--- src/rtl/coder_prio_seq_if.sv ---
// coder_prio_seq_if
// Request/result bundle for the priority encoder.
//   inp   : request word, active-low (bit = 0 means requesting)
//   ivld  : inp valid
//   irdy  : encoder can accept inp
//   res   : index of the selected zero bit
//   none  : accepted word had no zero bit
//   ovld  : res/none valid
//   ordy  : consumer accepts res
// Modports:
//   slave  : encoder side (takes requests, produces results)
//   master : environment side (drives requests, consumes results)
interface coder_prio_seq_if #(
    parameter int LW = 4
) ();
    localparam int W = 2 ** LW;

    logic [W-1:0]  inp;
    logic          ivld;
    logic          irdy;
    logic [LW-1:0] res;
    logic          none;
    logic          ovld;
    logic          ordy;

    modport slave (
        input  inp, ivld, ordy,
        output irdy, res, none, ovld
    );

    modport master (
        output inp, ivld, ordy,
        input  irdy, res, none, ovld
    );
endinterface

--- src/rtl/coder_prio_seq.sv ---
// coder_prio_seq
// Registered first-zero priority encoder with valid/ready handshake on both
// sides and one cycle of latency. Finds the lowest-index zero bit of an
// active-low request word of 2**LW bits, scanning from bit 0 (fixed priority)
// or from a rotating pointer (round-robin).
//
// Ports:
//   clk     : clock, rising edge
//   rst     : asynchronous, active-high reset
//   mode_i  : 0 = fixed priority, 1 = round-robin (sampled with the accepted word)
//   bus     : coder_prio_seq_if.slave (inp/ivld/irdy in, res/none/ovld/ordy out)
//   cnt_o   : count of accepted words that had a zero bit, saturating
//             (present only when CODER_PRIO_SEQ_STAT_EN is defined)
//
// Optional feature macro: CODER_PRIO_SEQ_STAT_EN
//
// state    | meaning
// ---------+-----------------------------------------------
// ST_EMPTY | no result held, ovld = 0
// ST_FULL  | result held in res_q/none_q, ovld = 1
module coder_prio_seq #(
    parameter int LW = 4
) (
    input  logic           clk,
    input  logic           rst,
    input  logic           mode_i,
    coder_prio_seq_if.slave bus
`ifdef CODER_PRIO_SEQ_STAT_EN
    ,
    output logic [15:0]    cnt_o
`endif
);
    localparam int W = 2 ** LW;

    typedef enum logic {
        ST_EMPTY = 1'b0,
        ST_FULL  = 1'b1
    } state_t;

    state_t        state_q, state_d;
    logic [LW-1:0] res_q, res_d;
    logic          none_q, none_d;
    logic [LW-1:0] ptr_q, ptr_d;

    logic          irdy;
    logic          accept;
    logic [LW-1:0] start;
    logic [LW-1:0] cand;
    logic          hit;
    logic [LW-1:0] hit_idx;

    assign irdy   = (state_q == ST_EMPTY) || bus.ordy;
    assign accept = bus.ivld && irdy;

    // Circular scan from the effective start; LW-bit addition wraps the
    // candidate index naturally, so every index is in range.
    always_comb begin
        hit     = 1'b0;
        hit_idx = '0;
        cand    = '0;
        start   = mode_i ? ptr_q : '0;
        for (int i = 0; i < W; i++) begin
            cand = start + LW'(i);
            if (!hit && !bus.inp[cand]) begin
                hit     = 1'b1;
                hit_idx = cand;
            end
        end
    end

    always_comb begin
        state_d = state_q;
        res_d   = res_q;
        none_d  = none_q;
        ptr_d   = ptr_q;
        case (state_q)
            ST_EMPTY: begin
                if (accept) begin
                    state_d = ST_FULL;
                end
            end
            ST_FULL: begin
                if (!accept && bus.ordy) begin
                    state_d = ST_EMPTY;
                end
            end
            default: state_d = ST_EMPTY;
        endcase
        if (accept) begin
            // No zero bit reports the all-ones index, as the legacy encoder did.
            res_d  = hit ? hit_idx : '1;
            none_d = !hit;
            if (!mode_i) begin
                ptr_d = '0;
            end else if (hit) begin
                ptr_d = hit_idx + LW'(1);
            end
        end
    end

    always_ff @(posedge clk or posedge rst) begin
        if (rst) begin
            state_q <= ST_EMPTY;
            res_q   <= '0;
            none_q  <= 1'b0;
            ptr_q   <= '0;
        end else begin
            state_q <= state_d;
            res_q   <= res_d;
            none_q  <= none_d;
            ptr_q   <= ptr_d;
        end
    end

    // res/none are zeroed by reset, so they read 0 whenever reset is applied.
    assign bus.irdy = irdy;
    assign bus.ovld = (state_q == ST_FULL);
    assign bus.res  = res_q;
    assign bus.none = none_q;

`ifdef CODER_PRIO_SEQ_STAT_EN
    logic [15:0] cnt_q, cnt_d;

    always_comb begin
        cnt_d = cnt_q;
        if (accept && hit && (cnt_q != 16'hFFFF)) begin
            cnt_d = cnt_q + 16'd1;
        end
    end

    always_ff @(posedge clk or posedge rst) begin
        if (rst) begin
            cnt_q <= '0;
        end else begin
            cnt_q <= cnt_d;
        end
    end

    assign cnt_o = cnt_q;
`endif
endmodule

--- src/flat_wrapper.sv ---
// flat-port wrapper written by rule: the top's interface ports become plain ports
module coder_prio_seq_flat 
#(
    parameter int LW = 4
)
  (clk, rst, mode_i, bus_inp, bus_ivld, bus_ordy, bus_irdy, bus_res, bus_none, bus_ovld);
  coder_prio_seq_if #(.LW(LW)) bus_i ();
  input  logic clk;
  input  logic rst;
  input  logic mode_i;
  input wire logic [$bits(bus_i.inp)-1:0] bus_inp;
  input wire logic [$bits(bus_i.ivld)-1:0] bus_ivld;
  input wire logic [$bits(bus_i.ordy)-1:0] bus_ordy;
  output wire logic [$bits(bus_i.irdy)-1:0] bus_irdy;
  output wire logic [$bits(bus_i.res)-1:0] bus_res;
  output wire logic [$bits(bus_i.none)-1:0] bus_none;
  output wire logic [$bits(bus_i.ovld)-1:0] bus_ovld;
  assign bus_i.inp = bus_inp;
  assign bus_i.ivld = bus_ivld;
  assign bus_i.ordy = bus_ordy;
  assign bus_irdy = bus_i.irdy;
  assign bus_res = bus_i.res;
  assign bus_none = bus_i.none;
  assign bus_ovld = bus_i.ovld;
  coder_prio_seq #(.LW(LW)) u_core (.clk(clk), .rst(rst), .mode_i(mode_i), .bus(bus_i));
endmodule
--- config.mk ---
export PLATFORM = sky130hd
export DESIGN_NAME = coder_prio_seq_flat
export DESIGN_NICKNAME = d
export VERILOG_FILES = /design/src/rtl/coder_prio_seq_if.sv /design/src/rtl/coder_prio_seq.sv /design/src/flat_wrapper.sv
export SDC_FILE = /design/constraint.sdc
export NUM_CORES = 1
export LEC_CHECK = 0
export BUFFER_PORTS_ARGS = -buffer_cell sky130_fd_sc_hd__clkbuf_2
export CAP_MARGIN = 20
export CORE_UTILIZATION = 60
export CTS_CLUSTER_DIAMETER = 40
export CTS_CLUSTER_SIZE = 28
export DETAILED_ROUTE_END_ITERATION = 16
export HOLD_SLACK_MARGIN = 0.02
export PLACE_DENSITY = 0.89
export SLEW_MARGIN = 10
export SYNTH_ARGS = -nofsm -noshare
export SYNTH_HDL_FRONTEND = slang
export SYNTH_SLANG_ARGS = --single-unit
--- constraint.sdc ---
create_clock -name clk -period 12.6 [get_ports clk]
set_input_delay 0 -clock clk [delete_from_list [all_inputs] [get_ports clk]]
set_output_delay 0 -clock clk [all_outputs]
set_load 0.05 [all_outputs]
After elaboration in Yosys (flattened, before gate mapping)
Cells that the tools add are included.
{"block": "op_classes", "bitwise_logic": 1, "n_addsub": 16, "eq_ne": 1, "muxes": 71, "n_reduce_logical": 50, "magnitude_cmp": 16}
{"op": "$lt 4x5->1 const B", "n": 16}
{"op": "$mux 4", "n": 20}
{"op": "$bmux 1 s4", "n": 16}
{"op": "$mux 1", "n": 34}
{"op": "$add 4x4->4 const B", "n": 8}
{"op": "$logic_not 1->1", "n": 31}
{"op": "$logic_and 1x1->1", "n": 17}
{"op": "$add 4x3->4 const B", "n": 4}
{"op": "$add 4x1->4 const B", "n": 2}
{"op": "$add 4x2->4 const B", "n": 2}
{"op": "$ne 2x1->1 const B", "n": 1}
{"op": "$pmux 1 s2", "n": 1}
{"op": "$reduce_and 2->1", "n": 1}
{"op": "$logic_or 1x1->1", "n": 1}
{"op": "$not 1->1", "n": 1}
{"block": "word_totals", "inputBits": 21, "reg_bits": 10, "word_cells": 159, "output_inout_bits": 7}

Longest topological paths before layout
Gate-level depths: netlist of run 1.
{"block": "logic_depth", "word_depth": 52, "depth_mapped": 22}

Least setup slack after synthesis of run 1
OpenSTA, ideal clock, no wires.
{"block": "synth_path", "path_type": "register to register", "startpoint": "register u_core.ptr_q[1]", "endpoint": "register u_core.ptr_q[1]", "t_arrival_ns": 3.917, "synth_period_minus_slack_ns": 4.043, "path_buffers": 5, "required_time_ns": 12.474, "slack_ns": 8.557, "path_stages_with_launch": 22, "cell_sequence": "dfrtp_1 -> buf_2 -> and2_4 -> buf_12 -> inv_4 -> buf_6 -> ha_1 -> buf_4 -> xor2_2 -> mux4_2 -> a211oi_2 -> and4bb_1 -> nand4_2 -> buf_6 -> nor2_8 -> nand2_2 -> o41ai_2 -> nor2_1 -> inv_1 -> ha_1 -> inv_1 -> o21ai_0"}
{"block": "synth_between", "elab_chain_cells": 52, "elab_cells_between_ends": 129, "cone_classes": "add/sub: 16; eq/ne: 1; mux: 67; reduce/logical: 45"}
{"item": "from (decl)", "line": "coder_prio_seq.sv:43", "text": "logic [LW-1:0] ptr_q, ptr_d;"}
{"item": "from (signal assigned)", "line": "coder_prio_seq.sv:111", "text": "ptr_q <= ptr_d;"}
{"item": "$mux 4 (*)", "line": "coder_prio_seq.sv:61", "text": "start = mode_i ? ptr_q : '0;"}
{"item": "$add 4x1->4", "line": "coder_prio_seq.sv:63", "text": "cand = start + LW'(i);"}
{"item": "$bmux 1 s4", "line": "coder_prio_seq.sv:64", "text": "if (!hit && !bus.inp[cand]) begin"}
{"item": "$mux 1 (not written as such)", "line": "coder_prio_seq.sv:64"}
{"item": "$logic_not 1->1", "line": "coder_prio_seq.sv:64"}
{"item": "$logic_and 1x1->1", "line": "coder_prio_seq.sv:64"}
{"item": "$mux 1", "line": "coder_prio_seq.sv:64"}
{"item": "$logic_not 1->1", "line": "coder_prio_seq.sv:64"}
{"item": "[... 36 more ...]"}
{"item": "$logic_and 1x1->1", "line": "coder_prio_seq.sv:64"}
{"item": "$mux 1", "line": "coder_prio_seq.sv:64"}
{"item": "$logic_not 1->1", "line": "coder_prio_seq.sv:64"}
{"item": "$logic_and 1x1->1", "line": "coder_prio_seq.sv:64"}
{"item": "$mux 4", "line": "coder_prio_seq.sv:64"}
{"item": "$add 4x1->4", "line": "coder_prio_seq.sv:96", "text": "ptr_d = hit_idx + LW'(1);"}
{"item": "$mux 4", "line": "coder_prio_seq.sv:95", "text": "end else if (hit) begin"}
{"item": "$mux 4", "line": "coder_prio_seq.sv:93", "text": "if (!mode_i) begin"}
Mark *: on every way between the ends. The rest lies on a longest branch, timed or not. The select of a mux whose other input is x is not followed.
A chain may end at the register's enable or synchronous reset.

Worst setup path in the final report of run 1
{"block": "layout_path", "startpoint": "register u_core.ptr_q[1]", "endpoint": "register u_core.ptr_q[3]"}
Same word-level chain as after synthesis.

==> results by group, run 1 <==
Run status
  • Run status: finished clean

Drt
  • Final WL: 10910 um
  • Pre-antenna DRT Iters: 6
  • Drt wl/cell: 22.64 um
  • 1st-iter DRT viols: 516
  • Antenna Nets Post-Route: 0
  • Number of remaining DRC errors: 0
  • Via density per instance: 7.583
  • Via count: 3655

Yosys
  • Area contributors post-synth: mux2i_1, mux4_2, dfrtp_1
  • Post-synth net total: 424
  • Post-synth EDFFs: 0
  • Synth top area share: 10.75%
  • Post-synth top area cell: mux2i_1
  • Cell Area, Synth: 3445 um2
  • Async set or reset register ratio after synthesis: 100.0%
  • Synth cell types: 88
  • Post-Syn Instances: 401
  • Simple-Gate Fraction of Synth Area: 22.88%
  • Post-synthesis adder-cell area fraction: 0.7265%
  • Combinational family with the most area after synthesis: multiplexers
  • Top FF cell, synth: dfrtp_1
  • XOR/XNOR share of the synthesized area: 3.523%
  • Ys Warns: 0
  • Flip-flop and latch count after synthesis: 10
  • Mux contribution to synthesized area: 30.66%
  • Post-Syn Area per Cell: 8.590 um2
  • Sequential area share after synthesis: 7.265%
  • Compound-gate portion of the synthesized area: 26.73%

Power
  • PD cells: 222.2 nW/um2
  • Worst VDD drop: 0.1400 mV
  • Leak: 1.438 nW
  • Overall power: 0.7844 mW

Clock network
  • Clock root buffer: clkbuf_8
  • # resized after CTS: 0
  • CTS tree: built
  • Clk_lat worst skew: 0.23 ns
  • Clk slew on worst S/H paths: 0.04 ns
  • # Post-CTS Setup Buffers: 0
  • CTS Buf Count: 3
  • Clk sinks: 10
  • H-tree Lvls: 1
  • CTS Buffer Depth: 2
  • Hold Buf Count CTS: 2

Setup path
  • FF-to-FF End: u_core.ptr_q[3]
  • Worst-path cell chain: buf_4, and2_4, inv_4, ha_1, xor2_2, mux4_2, a211oi_2, and4bb_1, nand4_2, and4bb_1, nand2_1, o21ai_0, nand2_1, o21ai_1
  • R2R cell count: 14
  • Slowest Stage Delay on Critical Path: 0.75 ns
  • WS Path Type: register to register
  • Crit path max fanout: 16
  • Critical path's slowest cell: ha_1
  • Critical Path Source Type: register
  • Crit path DAT: 5.23 ns
  • Crit path capture type: register
  • CP Data Required Time: 12.75 ns
  • Worst reg-to-reg setup slack: 7.52 ns
  • Reg2Reg Launch Point: u_core.ptr_q[1]

Layout
  • Share of layout cells above drive strength 1: 25.12%
  • Area grow syn2layout: 2.470%
  • Nets@finish: 435
  • ANT cells: 0

Global routing
  • Grt ovf: 0
  • Largest net degree at the start of global routing: 37
  • GRT Total Usage: 36.94%
  • Initial antenna violation count: 0
  • Vias in the first global route: 3413
  • First-pass GRT wire length: 17480 um

Placement
  • DP Worst Slack: 7.538 ns
  • Port bufs: 27
  • Routability-driven placement congestion ratio: 1.093
  • Hpwl dp: 8274 um

Flow run
  • Max-cap violation count: 0

STA
  • Final hold slack: 0.1227 ns
  • # setup viols final: 0
  • Relative slew slack: 20.91%
  • RSZ-0062 raised after global routing: false
  • Tightest Pin Transition: 1.174 ns
  • Max Freq: 196.8 MHz
  • Final period util: 40.33%
  • Skew final: 0.0005013 ns
  • Final WS setup: 7.519 ns
  • Tmin final: 5.081 ns
  • Max Slew Vio Count: 0
  • Final Hold Fails: 0
  • Final TNS setup: 0 ns

Floorplan
  • Core area: 5507 um2
  • Die W: 77.77 um
  • Die area: 6048 um2
  • Chip Height: 77.77 um
  • Row Count: 27
  • Boundary Pins: 28
  • Initial Util: 62.55%

Min path
  • Hold path start: bus_ordy
  • Hold depth: 3
  • Hold Crit Class: primary input to register
  • Hold endpoint: u_core.bus.ovld
[cell type report]
| class | count | area [um2] |
|---|---|---|
| well taps | 72 | 90.09 |
| inverters | 15 | 58.81 |
| multi-input cells | 350 | 2912 |
| flip-flops and latches | 10 | 250.2 |
| repair buffers | 32 | 177.7 |
| fillers | 468 | 1977 |
| clock buffers | 3 | 41.29 |
[registers in the layout (all words and copies together) (netlist names)]
name / flops
u_core.ptr_q: 4
u_core.bus.ovld: 1
u_core.bus.res: 4
u_core.bus.none: 1
[cell usage after synthesis, types with 3 or more instances]
cell and n:
a211oi_1 6, a211oi_2 4, a21boi_0 4, a21oi_1 10
a221oi_1 3, a31oi_1 8, and2_1 9, and2_4 3
and3_1 3, buf_2 7, buf_4 4, buf_6 10
clkbuf_1 3, dfrtp_1 10, inv_1 14, mux2_2 19
mux2i_1 37, mux2i_2 4, mux2i_4 3, mux4_1 3
mux4_2 12, nand2_1 43, nand2b_1 6, nand3_1 11
nor2_1 25, nor3_1 9, o2111a_1 4, o2111ai_1 3
o211ai_1 6, o21a_1 5, o21ai_0 22, o21ai_1 3
o22ai_1 10, o32ai_1 6, xnor2_1 3, xor2_1 4
[cells in the final DEF, fill, tap and decap left out, drive strengths merged, types with 3 or more instances in the layout]
master / n
nor2: 27
a211oi: 10
nor4: 3
o2111a: 4
and2: 12
xnor2: 4
buf: 3
and3: 3
o32ai: 6
clkbuf: 30
o21a: 5
a21boi: 4
o21ai: 25
nand2b: 6
a31oi: 10
a221oi: 4
o22ai: 11
nand4: 3
o2111ai: 3
xor2: 6
o211ai: 7
inv: 15
mux2i: 44
mux4: 15
dfrtp: 10
nand2: 48
a21oi: 10
nand3: 11
nor3: 10
mux2: 19
[metal layers]
layer  GRT usage [%]  share of wire (%)
met3           10.59                 13
met4           18.68                4.8
met5               0                  0
met1           47.13                 38
met2           56.37                 43
[stage by stage]
| stage | std cells | cell area [um2] | utilization [%] |
|---|---|---|---|
| floorplan | 401 | 3445 | - |
| global placement | 477 | 3468 | 62.99 |
| detailed placement | 477 | 3468 | 62.99 |
| CTS | 482 | 3530 | 64.10 |
| global route | 482 | 3530 | 64.10 |
| finish | 482 | 3530 | 64.10 |
[worst max-delay path: cells and delay by family, from the launching register on]
| kind | cells | cell delay [ns] |
|---|---|---|
| AO/OA/AOI/OAI | 3 | 0.91 |
| adder cells (fa/ha/maj) | 1 | 0.75 |
| buffers and inverters | 2 | 0.37 |
| multiplexers | 1 | 0.60 |
| flip-flops | 1 | 0.37 |
| AND/OR/NAND/NOR | 6 | 1.59 |
| XOR/XNOR | 1 | 0.41 |
[worst max-delay path by stage]
stage	slack, ns	to	start	cells past startpoint
floorplan	8.56	u_core.ptr_q[1]	u_core.ptr_q[1]	21
global placement	7.67	u_core.ptr_q[1]	mode_i	17
detailed placement	7.54	u_core.ptr_q[1]	mode_i	17
CTS	7.60	u_core.ptr_q[1]	u_core.ptr_q[1]	17
global route	7.15	u_core.ptr_q[2]	u_core.ptr_q[1]	17
finish	7.52	u_core.ptr_q[3]	u_core.ptr_q[1]	14
[power by group]
group	switching [mW]	leakage (nW)	internal, mW
registers	0.00761	0.127	0.0420
clock network	0.0115	0.0216	0.0208
logic	0.443	1.29	0.259
total	0.462	1.44	0.322
[cell families (layout without fill, tap and decap cells)]
group / count (synthesis) / after routing
AOI/OAI and AO/OA: 121 / 121
buffers and inverters: 41 / 50
DFF: 10 / 10
and+or+nand+nor: 139 / 139
muxes: 78 / 78
adders and majority gates: 2 / 2
xor gates and xnor gates: 10 / 10
Power figures use the tool's default switching activity.
==> inputs of run 2 (changes only) <==
==> constraint.sdc (replaced) <==
create_clock -name clk -period 5.3 [get_ports clk]
set_input_delay 0 -clock clk [delete_from_list [all_inputs] [get_ports clk]]
set_output_delay 0 -clock clk [all_outputs]
set_load 0.05 [all_outputs]
==> results by group, run 2 (same netlist as run 1, synthesis figures left out) <==
Run status
  • Run status: finished clean

Setup path
  • Worst-path cell chain: buf_4, or2b_1, mux2i_4, mux2_2, a22o_1, and4bb_1, nand4_2, nor2_8, nand2_2, o41ai_2, nor2_1, inv_1, ha_1, xnor2_1, o21ai_1
  • WS Path Type: register to register
  • Slowest Stage Delay on Critical Path: 0.55 ns
  • Crit path max fanout: 19
  • Critical Path Source Type: register
  • Crit path DAT: 4.57 ns
  • Critical path's slowest cell: mux2i_4
  • Worst reg-to-reg setup slack: 0.85 ns
  • Crit. Startpoint: u_core.ptr_q[2]
  • R2R cell count: 15
  • CP Data Required Time: 5.41 ns
  • FF-to-FF End: u_core.ptr_q[2]
  • Crit path capture type: register
  • Reg2Reg Launch Point: u_core.ptr_q[2]

Drt
  • Via density per instance: 7.487
  • Via count: 3631
  • Drt wl/cell: 22.26 um
  • Number of remaining DRC errors: 0
  • 1st-iter DRT viols: 524
  • Antenna Nets Post-Route: 0
  • Final WL: 10800 um
  • Pre-antenna DRT Iters: 6

STA
  • Final Hold Fails: 0
  • Skew final: 0.0005572 ns
  • Max Slew Vio Count: 0
  • Final hold slack: 0.09661 ns
  • Final WS setup: 0.8458 ns
  • Tightest Pin Transition: 0.8075 ns
  • Relative slew slack: 44.62%
  • Tmin final: 4.454 ns
  • Final period util: 84.04%
  • Max Freq: 224.5 MHz
  • Final TNS setup: 0 ns
  • # setup viols final: 0
  • RSZ-0062 raised after global routing: false

Floorplan
  • Die W: 77.77 um
  • Row Count: 27
  • Boundary Pins: 28
  • Initial Util: 62.55%
  • Die area: 6048 um2
  • Core area: 5507 um2
  • Chip Height: 77.77 um

Global routing
  • GRT Total Usage: 37.18%
  • Initial antenna violation count: 0
  • Grt ovf: 0
  • Vias in the first global route: 3353
  • First-pass GRT wire length: 17440 um
  • Largest net degree at the start of global routing: 28

Power
  • Overall power: 1.887 mW
  • Pint: 0.7723 mW
  • Switch Pwr: 1.114 mW
  • Leak: 1.451 nW
  • Sw Share: 59.06%
  • Clock Power Share: 4.0%
  • Worst VDD drop: 0.2630 mV
  • Fraction of power consumed by sequential logic: 6.8%
  • PD cells: 531.1 nW/um2
  • Comb pwr share: 89.2%

Layout
  • Commonest non-fill, non-tap cell in the layout: nand2_1
  • Multi-input gate area in the final layout: 2912 um2
  • ANT cells: 0
  • Fin cells: 485
  • Share of layout cells above drive strength 1: 25.67%
  • Most frequent cells in the layout: nand2_1, mux2i_1, clkbuf_2, nor2_1, o21ai_0
  • Fin area: 3552 um2
  • Area grow syn2layout: 3.124%
  • Sequential cell area: 250.2 um2
  • Final Core Density: 64.51%
  • Fillers: 450
  • Nets@finish: 438

Clock network
  • # Post-CTS Setup Buffers: 0
  • H-tree Lvls: 1
  • CTS Buffer Depth: 2
  • Clock root buffer: clkbuf_8
  • Clk sinks: 10
  • CTS Buf Count: 3
  • Clk slew on worst S/H paths: 0.04 ns
  • Clk_lat worst skew: 0.23 ns
  • CTS tree: built

Placement
  • Port bufs: 27
  • Routability-driven placement congestion ratio: 1.075
  • Post-DP Area: 3491 um2
  • DP Worst Slack: 0.8864 ns
  • Post-Place Cells: 480
  • Hpwl dp: 8351 um

Min path
  • Hold endpoint: u_core.bus.ovld
  • Hold depth: 3
  • Hold path start: bus_ordy
  • Hold Crit Class: primary input to register

Flow run
  • Max-cap violation count: 0
-- run 2: changes by cell type in the layout (fill, tap and decap cells not counted), sizes merged --
| cell | previous run | this run |
|---|---|---|
| buf | 3 | 6 |
-- run 2: area by class of cell --
class,count,share of cell area (%)
clock buffer,3,1.162
tap,72,2.536
sequential,10,7.045
inverter,15,1.656
timing repair buffer,35,5.636
multi-input combinational,350,81.97
-- run 2: per-layer routing --
metal	vias up	wire, um	share of wire (%)	track usage [%]
met4	0	559	5.2	17.92
met2	280	4709	44	56.64
met3	59	1315	12	10.47
met1	1704	4213	39	48.05
li1	1588	-	-	-
met5	-	0	0	0
-- run 2: what timing repair did --
item,4_1_cts,5_1_grt
gates resized for setup,0,0
hold buffers,2,0
endpoints found under the hold margin,11,0
-- run 2: how the worst max path moves through the flow --
stage	endpoint	slack, ns	cells after the start
after detailed placement	u_core.ptr_q[2]	0.89	17
after global placement	u_core.ptr_q[1]	1.05	15
after CTS	u_core.ptr_q[2]	0.90	15
after global routing	u_core.ptr_q[2]	0.51	15
final	u_core.ptr_q[2]	0.85	15
after floorplan	u_core.ptr_q[1]	1.26	21
-- run 2: power by group through the flow --
stage | clock (mW) | sequential [mW] | combinational, mW
floorplan | 0 | 0.152 | 1.27
global placement | 0 | 0.124 | 1.60
detailed placement | 0 | 0.128 | 1.62
CTS | 0.0764 | 0.127 | 1.63
global route | 0.0802 | 0.130 | 1.79
finish | 0.0759 | 0.127 | 1.68
-- run 2: worst max-delay path: cells and delay by family, from the launching register on --
family,cells,cell delay (ns)
xor+xnor,1,0.13
flops,1,0.48
buf+inv,2,0.36
compound gates,3,0.78
fa+ha+maj,1,0.18
mux,2,1.02
simple gates,6,1.36
